===== src/rtl/matrix_pkg.sv =====
// Shared matrix types: element geometry, row-major element index and the reader state encoding.
// READER_OVF_TAG_EN adds the TAG state used to append the overflow beat.
package matrix_pkg;

    localparam int EW    = 8;
    localparam int N_MAX = 5;
    localparam int MAT_W = N_MAX * N_MAX * EW;

    typedef enum logic [1:0] {
        ST_IDLE   = 2'd0,
        ST_STREAM = 2'd1,
        ST_DONE   = 2'd2
`ifdef READER_OVF_TAG_EN
        ,
        ST_TAG    = 2'd3
`endif
    } reader_state_e;

    function automatic logic [4:0] elem_idx(input logic [2:0] r, input logic [2:0] c);
        return 5'(r) * 5'(N_MAX) + 5'(c);
    endfunction

endpackage


===== src/rtl/matrix_elem_sel.sv =====
// Purpose: 25:1 element mux selecting (row,col) from the packed row-major matrix.
// Latency: combinational, 0 cycles.
// Backpressure: none; the caller holds row/col steady while stalled.
module matrix_elem_sel #(
    parameter int EW    = matrix_pkg::EW,
    parameter int N_MAX = matrix_pkg::N_MAX
) (
    input  logic [N_MAX*N_MAX*EW-1:0] mat,
    input  logic [2:0]                row,
    input  logic [2:0]                col,
    output logic [EW-1:0]             elem
);
    import matrix_pkg::elem_idx;

    localparam int NE  = N_MAX * N_MAX;
    localparam int TOP = NE * EW - 1;

    logic [4:0] idx;
    assign idx = elem_idx(row, col);

    always_comb begin
        elem = '0;
        for (int k = 0; k < NE; k++) begin
            if (idx == 5'(k)) elem = mat[TOP - EW*k -: EW];
        end
    end

endmodule


===== src/rtl/matrix_result_reader.sv =====
// Purpose: captures a result matrix on start and streams its size*size elements row-major (optional ovf tag beat: READER_OVF_TAG_EN).
// Latency: first beat valid one cycle after capture; done pulses one cycle after the final beat.
// Backpressure: valid/ready; data, row and column hold while out_ready is low.
module matrix_result_reader #(
    parameter int EW    = matrix_pkg::EW,
    parameter int N_MAX = matrix_pkg::N_MAX
) (
    input  logic                      clk,
    input  logic                      rst_n,
    input  logic [N_MAX*N_MAX*EW-1:0] res_in,
    input  logic                      ovf_in,
    input  logic [2:0]                size,
    input  logic                      start,
    output logic                      busy,
    output logic [EW-1:0]             out_data,
    output logic                      out_valid,
    input  logic                      out_ready,
    output logic                      out_last,
    output logic                      done,
    output logic                      err
);
    import matrix_pkg::*;

    reader_state_e             state_q;
    logic [N_MAX*N_MAX*EW-1:0] data_q;
    logic [2:0]                size_q;
    logic [2:0]                row_q;
    logic [2:0]                col_q;
    logic                      busy_q;
    logic                      valid_q;
    logic                      last_q;
    logic                      done_q;
    logic                      err_q;
    logic [EW-1:0]             elem;
    logic [2:0]                last_idx;
    logic                      size_ok;

    assign last_idx = size_q - 3'd1;
    assign size_ok  = (size >= 3'd2) && (32'(size) <= N_MAX);

    matrix_elem_sel #(.EW(EW), .N_MAX(N_MAX)) u_sel (
        .mat  (data_q),
        .row  (row_q),
        .col  (col_q),
        .elem (elem)
    );

`ifdef READER_OVF_TAG_EN
    logic ovf_q;

    always_ff @(posedge clk or negedge rst_n) begin
        if (!rst_n)                                        ovf_q <= 1'b0;
        else if (state_q == ST_IDLE && start && size_ok)   ovf_q <= ovf_in;
    end

    assign out_data = (state_q == ST_TAG) ? {{(EW-1){1'b0}}, ovf_q} : elem;
`else
    assign out_data = elem;
`endif

    always_ff @(posedge clk or negedge rst_n) begin
        if (!rst_n) begin
            state_q <= ST_IDLE;
            data_q  <= '0;
            size_q  <= '0;
            row_q   <= '0;
            col_q   <= '0;
            busy_q  <= 1'b0;
            valid_q <= 1'b0;
            last_q  <= 1'b0;
            done_q  <= 1'b0;
            err_q   <= 1'b0;
        end else begin
            err_q  <= 1'b0;
            done_q <= 1'b0;
            case (state_q)
                ST_IDLE: begin
                    if (start && size_ok) begin
                        data_q  <= res_in;
                        size_q  <= size;
                        row_q   <= '0;
                        col_q   <= '0;
                        busy_q  <= 1'b1;
                        valid_q <= 1'b1;
                        last_q  <= 1'b0;
                        state_q <= ST_STREAM;
                    end else if (start) begin
                        err_q <= 1'b1;
                    end
                end
                ST_STREAM: begin
                    if (out_ready) begin
                        if (col_q == last_idx) begin
                            col_q <= '0;
                            if (row_q == last_idx) begin
                                row_q <= '0;
`ifdef READER_OVF_TAG_EN
                                last_q  <= 1'b1;
                                state_q <= ST_TAG;
`else
                                busy_q  <= 1'b0;
                                valid_q <= 1'b0;
                                last_q  <= 1'b0;
                                done_q  <= 1'b1;
                                state_q <= ST_DONE;
`endif
                            end else begin
                                row_q <= row_q + 3'd1;
                            end
                        end else begin
                            col_q <= col_q + 3'd1;
`ifndef READER_OVF_TAG_EN
                            // Flag the beat about to be presented if it is the last element.
                            last_q <= (row_q == last_idx) && (col_q + 3'd1 == last_idx);
`endif
                        end
                    end
                end
`ifdef READER_OVF_TAG_EN
                ST_TAG: begin
                    if (out_ready) begin
                        busy_q  <= 1'b0;
                        valid_q <= 1'b0;
                        last_q  <= 1'b0;
                        done_q  <= 1'b1;
                        state_q <= ST_DONE;
                    end
                end
`endif
                ST_DONE: state_q <= ST_IDLE;
                default: state_q <= ST_IDLE;
            endcase
        end
    end

    assign busy      = busy_q;
    assign out_valid = valid_q;
    assign out_last  = last_q;
    assign done      = done_q;
    assign err       = err_q;

endmodule


===== config.mk =====
export PLATFORM = sky130hd
export DESIGN_NAME = matrix_result_reader
export DESIGN_NICKNAME = d
export VERILOG_FILES = /design/src/rtl/matrix_pkg.sv /design/src/rtl/matrix_elem_sel.sv /design/src/rtl/matrix_result_reader.sv
export SDC_FILE = /design/constraint.sdc
export NUM_CORES = 1
export LEC_CHECK = 0
export CORE_ASPECT_RATIO = 0.9
export CORE_MARGIN = 1
export CORE_UTILIZATION = 47
export CTS_CLUSTER_DIAMETER = 100
export CTS_CLUSTER_SIZE = 14
export DETAILED_ROUTE_END_ITERATION = 12
export PLACE_DENSITY = 0.76
export SLEW_MARGIN = 30
export SYNTH_ARGS = -nofsm -noshare
export SYNTH_HDL_FRONTEND = slang
export SYNTH_SLANG_ARGS = --single-unit

===== constraint.sdc =====
create_clock -name clk -period 3.8 [get_ports clk]
set_input_delay 0.76 -clock clk [delete_from_list [all_inputs] [get_ports clk]]
set_output_delay 0.76 -clock clk [all_outputs]
set_load 0.02 [all_outputs]

==> results of run 1 <==
==> synth_stat cells, types with 4 or more instances <==
library cell	number	share of area, %
dfrtp_1	215	50
mux2_2	211	22
nand2_1	54	1.9
o21ai_0	43	2.0
nor2_1	31	1.1
buf_2	30	1.4
a21oi_1	28	1.3
mux2i_1	28	2.6
clkbuf_1	14	0.49
nand3_1	13	0.61
nor3_1	13	0.61
ha_1	11	1.3
o22ai_1	11	0.64
inv_1	10	0.35
a211oi_1	9	0.63
mux4_2	8	1.7
nand2b_1	8	0.47
a31oi_1	7	0.41
buf_4	7	0.49
a32oi_1	6	0.49
and3_1	6	0.35
nor2b_1	6	0.35
and2_1	5	0.29
o2111ai_1	5	0.41
o211ai_1	5	0.35
xor2_1	5	0.41
a2111oi_0	4	0.33
a21oi_2	4	0.33
buf_1	4	0.14
o31ai_1	4	0.28
==> per-stage QoR <==
stage	TNS [ps]	setup slack, ps	power, mW
detailed placement	-4740	-745	12.3
global placement	-4520	-685	12.1
finish	-4390	-632	15.7
floorplan	0	2.94	8.44
CTS	-4130	-568	15.1
global route	-5160	-728	16.4
==> final timing paths <==
path	startpoint	endpoint	slack, ps	cells after the start
min	rst_n	data_q[107]	270	1
max in group asynchronous	rst_n	data_q[86]	2700	2
max reg2reg	size_q[0]	row_q[2]	1450	8
max	row_q[2]	out_data[1]	-630	11
min reg2reg	out_last	out_last	490	2
min in group clk	out_last	out_last	490	2
==> per-layer routing <==
metal | routed length [µm] | part of all wire, %
met2 | 15200 | 46
met4 | 760 | 2.3
met1 | 14700 | 45
met5 | 0 | 0
met3 | 2300 | 7.0
==> sequential cells by signal, summed over array words and instances, names as in the netlist <==
register   flops
col_q          3
data_q       200
done           1
err            1
out_last       1
out_valid      1
row_q          3
size_q         3
state_q        2
==> what timing repair did <==
item                       4_1_cts  5_1_grt
setup endpoints to repair        8        8
gates resized for setup        109       43
cloned                           3        0
setup buffers                    8        4
pin swaps                       34       19
hold buffers                     0        0
==> layout make-up <==
type	count	area, µm²	share of cell area (%)
Clock inverter	2	20.0	0.130
Clock buffer	19	475	3.09
Sequential cell	215	5380	34.9
Tap cell	297	372	2.41
Inverter	10	37.5	0.244
Timing Repair Buffer	358	3520	22.9
Multi-Input combinational cell	596	5590	36.3
==> power by group through the flow <==
stage / Combinational [mW] / Sequential [mW] / Clock, mW
CTS: 9.19 / 4.12 / 1.75
global route: 10.3 / 4.26 / 1.83
detailed placement: 8.13 / 4.12 / 0
global placement: 8.03 / 4.07 / 0
finish: 9.83 / 4.14 / 1.73
floorplan: 4.60 / 3.84 / 0
==> cells in the final DEF, fill, tap and decap left out, types with 7 or more instances in the layout <==
cell,Yosys,routed
buf_12,0,16
o21ai_1,3,7
nand2_1,54,50
mux2i_1,28,26
dfrtp_1,215,215
nor2_1,31,27
buf_6,1,9
clkbuf_16,0,19
clkdlybuf4s50_1,0,210
o21ai_2,1,7
mux2_2,211,211
a21oi_1,28,26
inv_1,10,10
nor3_1,13,10
buf_4,7,118
o21ai_0,43,32
mux4_2,8,8
nand3_1,13,13
a211oi_2,0,8
o22ai_1,11,8
==> worst max-delay path, cell delays in order, from the launching register on <==
cell,delay [ps]
dfrtp_1,420
ha_4,260
ha_4,240
fa_2,650
buf_12,170
mux2i_4,220
o21ai_2,90
a2111oi_4,390
o22ai_2,160
a2111oi_4,320
nor2_2,100
buf_6,140
==> logic make-up after synthesis <==
kind of cell | share of synthesized area [%]
AO/OA/AOI/OAI | 10.6
XOR/XNOR | 1.54
adder cells (fa/ha/maj) | 1.47
buffers and inverters | 2.97
flip-flops | 50.1
multiplexers | 26.4
AND/OR/NAND/NOR | 6.96
==> key figures, run 1 <==
Setup path
  • Crit path DAT: 3670 ps
  • Crit path kind: reg -> out
  • Startpoint Class: flip-flop
  • Crit Path Max Fanout: 5
  • CP endpoint kind: output pin
  • CP Data Required Time: 3040 ps

Synthesis
  • Syn Inst Count: roughly 900
  • Synthesized area: between 0.01 and 0.015 mm²
  • Yosys warnings: 0
  • Main synth FF type: dfrtp_1
  • Post-Syn Nets: roughly 1100
  • Count of different cell masters after synthesis: 70
  • Seq cells post-synth: 215
  • Ys async rst share: 100%
  • Register area share after synthesis: approximately 50%
  • Mean Syn Cell Area: between 10 and 15 µm²
  • Post-synth EDFFs: 0

Timing
  • Slew headroom: between 50 and 60%
  • Hold Fails Final Rpt: 0
  • Post-route minimum period: roughly 4400 ps
  • Post-route setup slack: -632 ps
  • Slew @ Worst Pin: between 700 and 800 ps
  • Fin. max-slew vios: 0
  • RSZ-0062 raised after global routing: true
  • Final setup violating endpoints: 8
  • Highest clock rate: 226 MHz
  • Final period util: 117%
  • WHS: ~270 ps
  • Final Skew: 13.1 ps

Route
  • Vias per inst: roughly 5.7
  • DRT antenna net count: 0
  • Routed wire length: roughly 33000 µm
  • Via count: between 8000 and 9000
  • WL/cell: approximately 22 µm
  • Pre-antenna DRT Iters: 7
  • DR DRC count: 0
  • 1st-iter DRT viols: 640

Power
  • PwrDens: slightly above 1000 mW/mm²
  • Clock Power Share: 11.0%
  • LEAKAGE: 6.51 nW
  • Reg power frac: approximately a quarter
  • NetSw: 6.33 mW
  • Internal: between 9 and 10 mW
  • Combinational share of power: ~63%
  • Sw frac: between 40% and 50%
  • VDD IR max: about 0.00056 V

Layout
  • Fill cells: 1653
  • Nets: between 1000 and 1500
  • Ant diodes: 0
  • Non-Filler Instances: around 1500
  • Layout cells sized above 1: ~40%
  • Final core utilization: 68.6%
  • Final instance area: 0.0154 mm²
  • Area growth syn-to-layout: 43.3%

Clock network
  • CTS H-tree depth: 1
  • Clock sinks: ~220
  • Number of buffers created by CTS: 19
  • Skew-Pair Late Insertion Delay: ~500 ps
  • CTS max path bufs: 3
  • Root Driver: clkbuf_16
  • CTS tree: done
  • Worst-path clk slew: about 70 ps

Floorplanning
  • Initial Util: 47.9%
  • Num rows: 52
  • Core ar.: approximately 0.022 mm²
  • I/O pin count: ~220
  • Die ar.: between 0.02 and 0.025 mm²
  • Die H: around 150 µm
  • Die Span X: 161 µm

Global routing
  • GRT Max-Usage Layer: met2
  • Grt ovf: 0
  • Gr usage total: between 20% and 30%
  • First-pass GRT wire length: a little over 50000 µm
  • Initial antenna violation count: 0
  • Met3 Use GR: under 10%
  • Pin count of the biggest net entering global routing: between 90 and 100
  • Vias in the first global route: 8927
  • Met2 usage in global routing: 45.3%
  • Met1 Usage GRT: between 40% and 50%

Placed design
  • Cells after DPL: around 1500
  • Detailed Place HPWL: around 24000 µm
  • Post-DP Area: 0.0142 mm²
  • Routability cong.: between 0.9 and 1
  • I/O Buffers: 219

Run status
  • Failing checks: negative setup slack
  • Outcome: finished, violations left

Run
  • Max Cap Viol: 0

Min path
  • HP Class: in -> async
Note: power is estimated with default switching activity, not from simulation.
==> run 2, diff against run 1 <==
ABC_AREA = 1   (was default)
GPL_ROUTABILITY_DRIVEN = 0   (was default)
==> key figures, run 2 <==
Power
  • PwrDens: 834 mW/mm² (-18%)
  • Power Total: 11.8 mW (-25%)
  • VDD IR max: 0.000489 V (-12%)
  • LEAKAGE: 7.32 nW (+12%)

Setup path
  • Crit Path Max Fanout: 9 (+4)
  • Critical Path Sink: out_data[6]
  • R2r endpoint: row_q[2]
  • CP endpoint kind: output pin
  • Start point of the critical path: row_q[0]
  • R2R cell count: 10 (+2)
  • Crit path kind: reg -> out
  • CP Data Required Time: 3040 ps (about the same)
  • Crit path DAT: 3890 ps (+220 ps)
  • Worst R2R Setup Slack: 1220 ps (-230 ps)
  • Startpoint Class: flip-flop
  • Worst r2r src: size_q[0]

Floorplanning
  • Num rows: 51 (-1.9%)
  • Initial Util: 48.2% (+0.31 points)
  • Core ar.: 0.0217 mm² (-3.3%)
  • Die Span X: 159 µm (-1.3%)
  • Die ar.: 0.0228 mm² (-2.7%)
  • I/O pin count: 221 (unchanged)
  • Die H: 144 µm (-1.3%)

Timing
  • Slew headroom: 39.0% (-11 points)
  • Post-route setup slack: -850 ps (-218 ps)
  • Highest clock rate: 215 MHz (-4.7%)
  • Final Skew: 8.06 ps (-5.06 ps)
  • Fin. max-slew vios: 0 (unchanged)
  • Final period util: 122% (+5.7 points)
  • Slew @ Worst Pin: 915 ps (+168 ps)
  • Setup Total Neg Slack: -6310 ps (-1920 ps)
  • Hold Fails Final Rpt: 0 (unchanged)
  • Final setup violating endpoints: 8 (unchanged)
  • Post-route minimum period: 4650 ps (+218 ps)
  • RSZ-0062 raised after global routing: true

Synthesis
  • Register area share after synthesis: 51.5% (+1.4 points)
  • Synth Area in Simple Gates: 38.2% (+31 points)
  • Main synth FF type: dfrtp_1
  • Area contributors post-synth: dfrtp_1 (51%), nand2_1 (29%), inv_1 (3.3%)
  • Seq cells post-synth: 215 (unchanged)
  • Yosys top cell area share: 51.5% (+1.4 points)
  • Post-synthesis adder-cell area fraction: 1.51% (+0.041 points)
  • Syn Inst Count: 1410 (+61%)
  • Cell taking the most area after synthesis: dfrtp_1
  • Mean Syn Cell Area: 7.42 µm² (-39%)
  • Cell with the most instances after synthesis: nand2_1
  • Post-synth EDFFs: 0 (unchanged)
  • Post-Syn Nets: 1630 (+49%)
  • Synthesized area: 0.0105 mm² (-2.7%)
  • Mux contribution to synthesized area: 0% (-26 points)
  • Post-synth top cells: nand2_1 (794), dfrtp_1 (215), inv_1 (91)
  • Compound-Gate Fraction of Synth Area: 2.21% (-8.4 points)
  • Count of different cell masters after synthesis: 33 (-53%)
  • Yosys warnings: 0 (unchanged)
  • Synth Area in XOR/XNOR: 0.754% (-0.78 points)
  • Dominant combinational cell family by area after synthesis: simple AND/OR/NAND/NOR gates
  • Ys async rst share: 100% (unchanged)

Placed design
  • I/O Buffers: 219 (unchanged)
  • Detailed Place HPWL: 21200 µm (-10%)

Layout
  • Nets: 1892 (+33%)
  • Commonest non-fill, non-tap cell in the layout: nand2_1
  • Ant diodes: 0 (unchanged)
  • Max FFs per register: 200 (unchanged)
  • Area growth syn-to-layout: 35.8%
  • Most frequent cells in the layout: nand2_1 (783), dfrtp_1 (214), clkdlybuf4s50_1 (210)
  • Most flops, register: data_q
  • Layout cells sized above 1: 11.8% (-28 points)

Global routing
  • First-pass GRT wire length: 47200 µm (-7.7%)
  • Vias in the first global route: 9380 (+5.1%)
  • Gr usage total: 26.0% (-2.5 points)
  • Initial antenna violation count: 0 (unchanged)
  • Grt ovf: 0 (unchanged)
  • Pin count of the biggest net entering global routing: 184 (+86%)

Clock network
  • Clock sinks: 215 (unchanged)
  • Skew-Pair Late Insertion Delay: 500 ps (about the same)
  • CTS H-tree depth: 1 (unchanged)
  • CTS tree: done
  • Number of buffers created by CTS: 19 (unchanged)
  • Root Driver: clkbuf_16
  • CTS max path bufs: 3 (unchanged)
  • Worst-path clk slew: 70 ps (about the same)

Route
  • WL/cell: 15.1 µm (-31%)
  • Routed wire length: 29600 µm (-10%)
  • Via count: 9737 (+14%)
  • DRT antenna net count: 0 (unchanged)
  • Pre-antenna DRT Iters: 5 (-2)
  • Vias per inst: 4.96 (-13%)
  • 1st-iter DRT viols: 835 (+30%)
  • DR DRC count: 0 (unchanged)

Run status
  • Failing checks: negative setup slack
  • Outcome: finished, violations left

Min path
  • HP Class: in -> async

Run
  • Max Cap Viol: 0 (unchanged)
==> run 2: cell count changes in the layout (fill, tap and decap cells not counted), sizes merged, moves of 10 or more <==
cell   previous run  this run
mux2            211         0
nor3             13         3
a21oi            33         5
mux2i            28         0
o21ai            47        35
nand3            15        44
inv              12       104
nand2            54       803
nor2             34        68
nand4             0        39
or2               0        20
buf             148        78
==> run 2: how the worst min path moves through the flow <==
| stage | from | end | slack [ps] |
|---|---|---|---|
| after floorplan | data_q[72] | data_q[72] | 430 |
| after global placement | data_q[19] | data_q[19] | 450 |
| after detailed placement | data_q[19] | data_q[19] | 450 |
| after CTS | rst_n | data_q[194] | 400 |
| after global routing | rst_n | data_q[149] | 440 |
| final | rst_n | data_q[163] | 350 |
==> run 2: power by group <==
part | switching, mW | internal, mW
sequential | 0.602 | 3.18
clock | 0.803 | 0.895
combinational | 3.73 | 2.63
total | 5.14 | 6.70
==> run 2: per-layer routing <==
metal  vias up  share of wire [%]  track usage [%]  wire (µm)
met5         -                  0                0          0
met4         0                2.8             7.44        825
met3        56                6.8             4.13       2000
met2       379                 45             41.3      13300
met1      4479                 45             37.0      13400
li1       4823                  -                -          -
==> run 2: cell families after synthesis <==
| family | Yosys count |
|---|---|
| buf+inv | 151 |
| compound gates | 44 |
| simple gates | 979 |
| fa+ha+maj | 12 |
| flops | 215 |
| xor+xnor | 9 |
==> run 2: timing repair <==
| action | CTS | global route |
|---|---|---|
| gates cloned | 1 | 0 |
| setup buffers | 6 | 4 |
| gates resized for setup | 75 | 37 |
| pin swaps | 33 | 32 |
| endpoints found under the setup margin | 8 | 8 |
| hold buffers | 0 | 0 |
==> run 2: area by class of cell <==
class | count | area, µm²
clock buffer | 19 | 475
clock inverter | 2 | 20.0
fill | 1797 | 7500
inverter | 102 | 385
multi-input combinational | 1045 | 4780
sequential | 215 | 5380
tap | 291 | 364
timing repair buffer | 289 | 2790
==> run 2: critical path, cell delays in order, from the launching register on <==
cell	delay (ps)
dfrtp_1	420
ha_4	290
ha_4	200
fa_2	570
inv_2	60
nand3_4	100
buf_6	120
nor2_4	60
nand3_2	90
nand3_2	80
nor2_1	120
nand4_1	130
nand2_2	110
nand3_2	90
nand2_2	80
nand4_1	100
nor2_1	120
nand3_1	110
nand2_1	100
nand4_1	100
nand2_1	100
nand4_1	100
buf_6	150
==> run 2: stage by stage <==
stage	hold WS [ps]	std cells	cell area (µm²)	util, %	setup slack (ps)
2_1_floorplan	434	1410	10500	-	45.4
3_3_place_gp	447	1931	13300	61.3	-881
3_5_place_dp	452	1931	13300	61.3	-918
4_1_cts	400	1959	14000	64.7	-838
5_1_grt	438	1963	14200	65.4	-1060
6_report	351	1963	14200	65.4	-850
==> run 3, diff against run 2 <==
SLEW_MARGIN = 5   (was 30)
==> results of run 3 <==
The final DEF is identical to that of run 2; final timing and power are the same.
